File: config.mk
export PLATFORM = sky130hd
export DESIGN_NAME = pcpi_host_sequencer
export DESIGN_NICKNAME = d
export VERILOG_FILES = /design/src/rtl/pcpi_seq_pkg.sv /design/src/rtl/pcpi_nib_rx.sv /design/src/rtl/pcpi_host_sequencer.sv
export SDC_FILE = /design/constraint.sdc
export NUM_CORES = 1
export LEC_CHECK = 0
export ABC_AREA = 1
export CORE_MARGIN = 5
export CORE_UTILIZATION = 45
export DETAILED_ROUTE_END_ITERATION = 12
export GPL_TIMING_DRIVEN = 0
export PLACE_DENSITY = 0.82
export RECOVER_POWER = 25
export SLEW_MARGIN = 10
export SYNTH_ARGS = -nofsm -noshare
export SYNTH_HDL_FRONTEND = slang
export SYNTH_SLANG_ARGS = --single-unit
File: constraint.sdc
create_clock -name clk -period 3.3 [get_ports clk]
set_input_delay 0.33 -clock clk [delete_from_list [all_inputs] [get_ports clk]]
set_output_delay 0.33 -clock clk [all_outputs]
set_load 0.005 [all_outputs]
File: src/rtl/pcpi_seq_pkg.sv
// Shared types and sizes for the PCPI host sequencer.
// Holds the sequencer state enum and frame/result/timeout widths.
package pcpi_seq_pkg;

    typedef enum logic [1:0] {
        LOAD,
        ISSUE,
        SEND_HI,
        SEND_LO
    } state_t;

    localparam int FRAME_NIBBLES  = 24;
    localparam int RESULT_NIBBLES = 8;
    localparam int TIMEOUT_W      = 8;
    localparam int IDX_W          = 5;
    localparam int K_W            = 3;

endpackage

File: src/rtl/pcpi_nib_rx.sv
// Four-phase slave nibble receiver.
// Ports: clk, rst_n (sync, active-low), en gates new accepts,
//   nib_in/nib_req from sender, nib_ack back to sender,
//   acc is a 1-cycle accept strobe with data valid alongside it.
module pcpi_nib_rx (
    input  logic       clk,
    input  logic       rst_n,
    input  logic       en,
    input  logic [3:0] nib_in,
    input  logic       nib_req,
    output logic       nib_ack,
    output logic       acc,
    output logic [3:0] data
);

    assign acc  = en && nib_req && !nib_ack;
    assign data = nib_in;

    // Once raised, ack drops on req low even if en has gone away,
    // so the sender can always finish its handshake.
    always_ff @(posedge clk) begin
        if (!rst_n) begin
            nib_ack <= 1'b0;
        end else if (acc) begin
            nib_ack <= 1'b1;
        end else if (!nib_req) begin
            nib_ack <= 1'b0;
        end
    end

endmodule

File: src/rtl/pcpi_host_sequencer.sv
// Runs one PCPI transaction: 24-nibble command frame in, request with
// timeout, 8-nibble result out. Ports: nibble rx handshake (nib_*),
// result tx handshake (res_*), PCPI master (pcpi_*), busy and error flags.
module pcpi_host_sequencer
    import pcpi_seq_pkg::*;
#(
    parameter int TIMEOUT_CYCLES = 255
) (
    input  logic        clk,
    input  logic        rst_n,
    input  logic [3:0]  nib_in,
    input  logic        nib_req,
    output logic        nib_ack,
    output logic [3:0]  res_nib,
    output logic        res_req,
    input  logic        res_ack,
    output logic        pcpi_valid,
    output logic [31:0] pcpi_insn,
    output logic [31:0] pcpi_rs1,
    output logic [31:0] pcpi_rs2,
    input  logic        pcpi_wr,
    input  logic [31:0] pcpi_rd,
    input  logic        pcpi_wait,
    input  logic        pcpi_ready,
    output logic        busy,
    output logic        err_timeout,
    output logic        err_nowr
);

    localparam logic [TIMEOUT_W-1:0] TMO = TIMEOUT_W'(TIMEOUT_CYCLES);
    localparam logic [IDX_W-1:0] LAST_IDX = IDX_W'(FRAME_NIBBLES - 1);
    localparam logic [K_W-1:0] LAST_K = K_W'(RESULT_NIBBLES - 1);

    state_t                     state;
    state_t                     state_next;
    logic [IDX_W-1:0]           idx;
    logic                       full;
    logic [4*FRAME_NIBBLES-1:0] frame;
    logic [31:0]                result;
    logic [K_W-1:0]             k;
    logic [TIMEOUT_W-1:0]       cnt;
    logic [TIMEOUT_W-1:0]       cnt_next;
    logic                       timeout_hit;
    logic                       rx_en;
    logic                       rx_acc;
    logic [3:0]                 rx_data;

    // full marks slot 23 taken; idx saturates there.
    assign rx_en = (state == LOAD) && !full;

    pcpi_nib_rx u_rx (
        .clk     (clk),
        .rst_n   (rst_n),
        .en      (rx_en),
        .nib_in  (nib_in),
        .nib_req (nib_req),
        .nib_ack (nib_ack),
        .acc     (rx_acc),
        .data    (rx_data)
    );

    assign cnt_next    = pcpi_wait ? '0 : cnt + 8'd1;
    assign timeout_hit = (cnt_next == TMO);

    assign pcpi_valid = (state == ISSUE);
    assign pcpi_insn  = frame[31:0];
    assign pcpi_rs1   = frame[63:32];
    assign pcpi_rs2   = frame[95:64];
    assign res_req    = (state == SEND_HI);
    assign res_nib    = (state == SEND_HI || state == SEND_LO)
                      ? result[4*k +: 4] : 4'h0;
    assign busy       = (state != LOAD) || (idx != '0);

    always_ff @(posedge clk) begin
        if (!rst_n) begin
            state <= LOAD;
        end else begin
            state <= state_next;
        end
    end

    always_comb begin
        state_next = state;
        unique case (state)
            LOAD: begin
                if (full && !nib_ack) state_next = ISSUE;
            end
            ISSUE: begin
                if (pcpi_ready || timeout_hit) state_next = SEND_HI;
            end
            SEND_HI: begin
                if (res_ack) state_next = SEND_LO;
            end
            SEND_LO: begin
                if (!res_ack) state_next = (k == LAST_K) ? LOAD : SEND_HI;
            end
            default: state_next = LOAD;
        endcase
    end

    always_ff @(posedge clk) begin
        if (!rst_n) begin
            idx         <= '0;
            full        <= 1'b0;
            frame       <= '0;
            result      <= '0;
            k           <= '0;
            cnt         <= '0;
            err_timeout <= 1'b0;
            err_nowr    <= 1'b0;
        end else begin
            if (rx_acc) begin
                frame[4*idx +: 4] <= rx_data;
                if (idx == LAST_IDX) full <= 1'b1;
                else                 idx  <= idx + 5'd1;
                if (idx == '0) begin
                    err_timeout <= 1'b0;
                    err_nowr    <= 1'b0;
                end
            end
            unique case (state)
                LOAD: cnt <= '0;
                ISSUE: begin
                    cnt <= cnt_next;
                    // ready has priority over a coincident timeout
                    if (pcpi_ready) begin
                        result   <= pcpi_wr ? pcpi_rd : 32'h0;
                        err_nowr <= ~pcpi_wr;
                    end else if (timeout_hit) begin
                        result      <= 32'h0;
                        err_timeout <= 1'b1;
                    end
                end
                SEND_LO: begin
                    if (!res_ack) begin
                        if (k == LAST_K) begin
                            k    <= '0;
                            idx  <= '0;
                            full <= 1'b0;
                        end else begin
                            k <= k + 3'd1;
                        end
                    end
                end
                default: ;
            endcase
        end
    end

endmodule

==> results.yml <==
run_status:
  outcome: "finished, final reports clean"
worst_setup_path:
  r2r_end: "frame[62]"
  required_ns: 2.97
  reg2regPathDepth: 11
  critical_path_class: "register to output port"
  ff2ff_setup_slack_ns: 0.39
  timing.rr.start: "idx[0]"
  cp_max_fo: 10
  cp.arrival_ns: 2.67
  crit_path_start_kind: "register"
  worstSetupEndpointType: "output port"
finish:
  area_delta_synth_final_pct: 33.7
  most-common-layout-cells: "nand2_1 (274), nor2_1 (272), dfxtp_1 (150)"
  final_common_cell: "nand2_1"
  instances_no_fill: 1515
  nets: 1335
  final_design_area_no_fill_mm2: 0.00952
  diodes: 0
  drive_gt1_share_pct: 4.23
power_and_ir_drop:
  switching_power_w: 0.00113
  leakagePower_nw: 4.04
  seq_power_share_pct: 40.4
  p_int_w: 0.00340
  p_sw_share_pct: 24.9
  p_clk_share_pct: 48.4
  power_density_mw_per_mm2: 476
  p_comb_share_pct: 11.2
  peakVddDrop_v: 0.000430
routing:
  wirelength_um: 20200
  wire_per_inst_um: 13.3
  vias: 7504
  drt-initial-drc-count: 696
  routed.top_layer: "met5"
  postRouteAntennaNets: 0
  viasPerCell: 4.95
  drtPass1Iterations: 5
  dr_wl_met2_um: 9560
  wl_met1_um: 8500
  drc_errors: 0
  met3_length_um: 1550
sta:
  period_needed_ns: 3.00
  rsz0062_at_grt: "no"
  max_freq_ghz: 0.334
  setup_viol: 0
  finalCritPeriodShare_pct: 90.9
  slew_headroom_pct: 43.6
  fin_tns_setup_ns: 0
  hold_ws_ns: 0.297
  slew_violations: 0
  fin_skew_ns: 0.00426
  worstMarginPinSlew_ns: 0.840
  hold_violations: 0
yosys:
  ys_types: 29
  synthCells: 1121
  seq_area_frac_synth_pct: 42.2
  synth_fp_nets: 1170
  synth.cell_area_mm2: 0.00712
  yosys_warnings: 0
  ys_ff_latch: 150
  syn_avg_cell_area_um2: 6.35
grt:
  grt_pass1_vias: 6912
  overflow: 0
  antenna_found_initial: 1
  track_usage_pct: 21.9
  grt_first_pass_wirelength_um: 32500
  grt_max_degree: 17
placed_design:
  place.detailed.hpwl_um: 15300
  place_area_mm2: 0.00886
  place_congestion: 0.920
  port_buffers: 147
  dp.cells: 1484
clock_network:
  htreeDepth: 4
  cts_buffer_depth: 2
  tritoncts: "built"
  clk_pin_slew_worst_paths_ns: 0.06
  cts_setup_buffers: 0
  cts_hold_buf: 0
  worstSkewPairLatency_ns: 0.43
  cts_root_buffer: "clkbuf_16"
  cts_num_sinks: 150
  cts_resized: 0
  numCtsBuffers: 17
die:
  core-area_mm2: 0.0157
  ios: 149
  die_y_um: 136
  die_width_um: 136
  initial_utilization_pct: 45.3
  fp.dieArea_mm2: 0.0184
  fp-row-count: 46
hold_path:
  hold_class: "input pin to register"
  min_to: "frame[39]"
  holdPathStages: 3
  min-delay-start: "rst_n"
job:
  max_cap_violations: 0
kinds of logic after synthesis:
kind of cell | Yosys count | synth area share [%]
XOR/XNOR | 3 | 0.369
adder cells (fa/ha/maj) | 6 | 1.05
AND/OR/NAND/NOR | 665 | 38.1
buffers and inverters | 178 | 9.60
AO/OA/AOI/OAI | 119 | 8.72
flip-flops | 150 | 42.2
worst max-delay path by stage:
stage,from,end,slack [ns],depth (start not counted)
after floorplan,idx[0],frame[60],0.83,13
after global placement,idx[0],frame[61],0.39,13
after detailed placement,idx[0],frame[62],0.34,13
after CTS,idx[0],frame[62],0.28,13
after global routing,idx[0],frame[60],0.11,11
final,k[0],res_nib[2],0.30,8
power groups by stage:
stage | logic [W] | registers (W) | clock network (W)
4_1_cts | 0.000496 | 0.00183 | 0.00221
6_report | 0.000505 | 0.00183 | 0.00219
2_1_floorplan | 0.000312 | 0.00187 | 0
5_1_grt | 0.000551 | 0.00183 | 0.00229
3_3_place_gp | 0.000484 | 0.00187 | 0
3_5_place_dp | 0.000490 | 0.00187 | 0
per-stage QoR:
step | power [W] | setup WS (ns) | utilization (%)
final | 0.00453 | 0.302 | 60.6
after global routing | 0.00468 | 0.108 | 60.6
after CTS | 0.00453 | 0.284 | 60.7
after detailed placement | 0.00236 | 0.338 | 56.4
after global placement | 0.00235 | 0.389 | 56.4
after floorplan | 0.00218 | 0.835 | -
worst max-delay path, stage by stage (launching register included):
cell	delay, ns
dfxtp_1	0.32
clkbuf_1	0.20
inv_1	0.21
clkbuf_1	0.36
nor2_1	0.08
o22ai_1	0.16
o21ai_0	0.10
a31oi_1	0.25
clkdlybuf4s50_1	0.55
final cells by class:
class | instances | area [um^2]
buffer | 48 | 194
clock buffer | 19 | 443
clock inverter | 13 | 226
fill | 1452 | 6190
inverter | 129 | 484
multi-input combinational | 793 | 3430
sequential | 150 | 3000
tap | 216 | 270
timing repair buffer | 147 | 1470
Yosys cell counts, drive strengths merged:
master  count  area [um^2]
o21ai      64          320
buf        20         90.1
dfxtp     150         3000
a211oi      3         22.5
nand3      73          370
xor2        3         26.3
inv       125          469
nor3       14         91.3
o21bai      1         7.51
nand4      26          163
nand2     275         1030
a31oi       4         25.0
a21oi      41          205
or2         2         12.5
clkinv      4         15.0
a221oi      1         8.76
nor2      273         1030
o22ai       5         31.3
clkbuf     29          109
ha          6         75.1
nor4        2         12.5
state kept, by name (all words and copies together), names as in the netlist, 2 cells and up:
name / cells
idx: 5
result: 32
k: 3
frame: 96
state: 2
cnt: 8
routing by layer:
| layer | track usage (%) | up-vias |
|---|---|---|
| li1 | - | 3841 |
| met2 | 37.2 | 289 |
| met4 | 9.35 | 2 |
| met5 | 0 | - |
| met1 | 26.7 | 3322 |
| met3 | 4.64 | 50 |
Note: power is estimated with default switching activity, not from simulation.
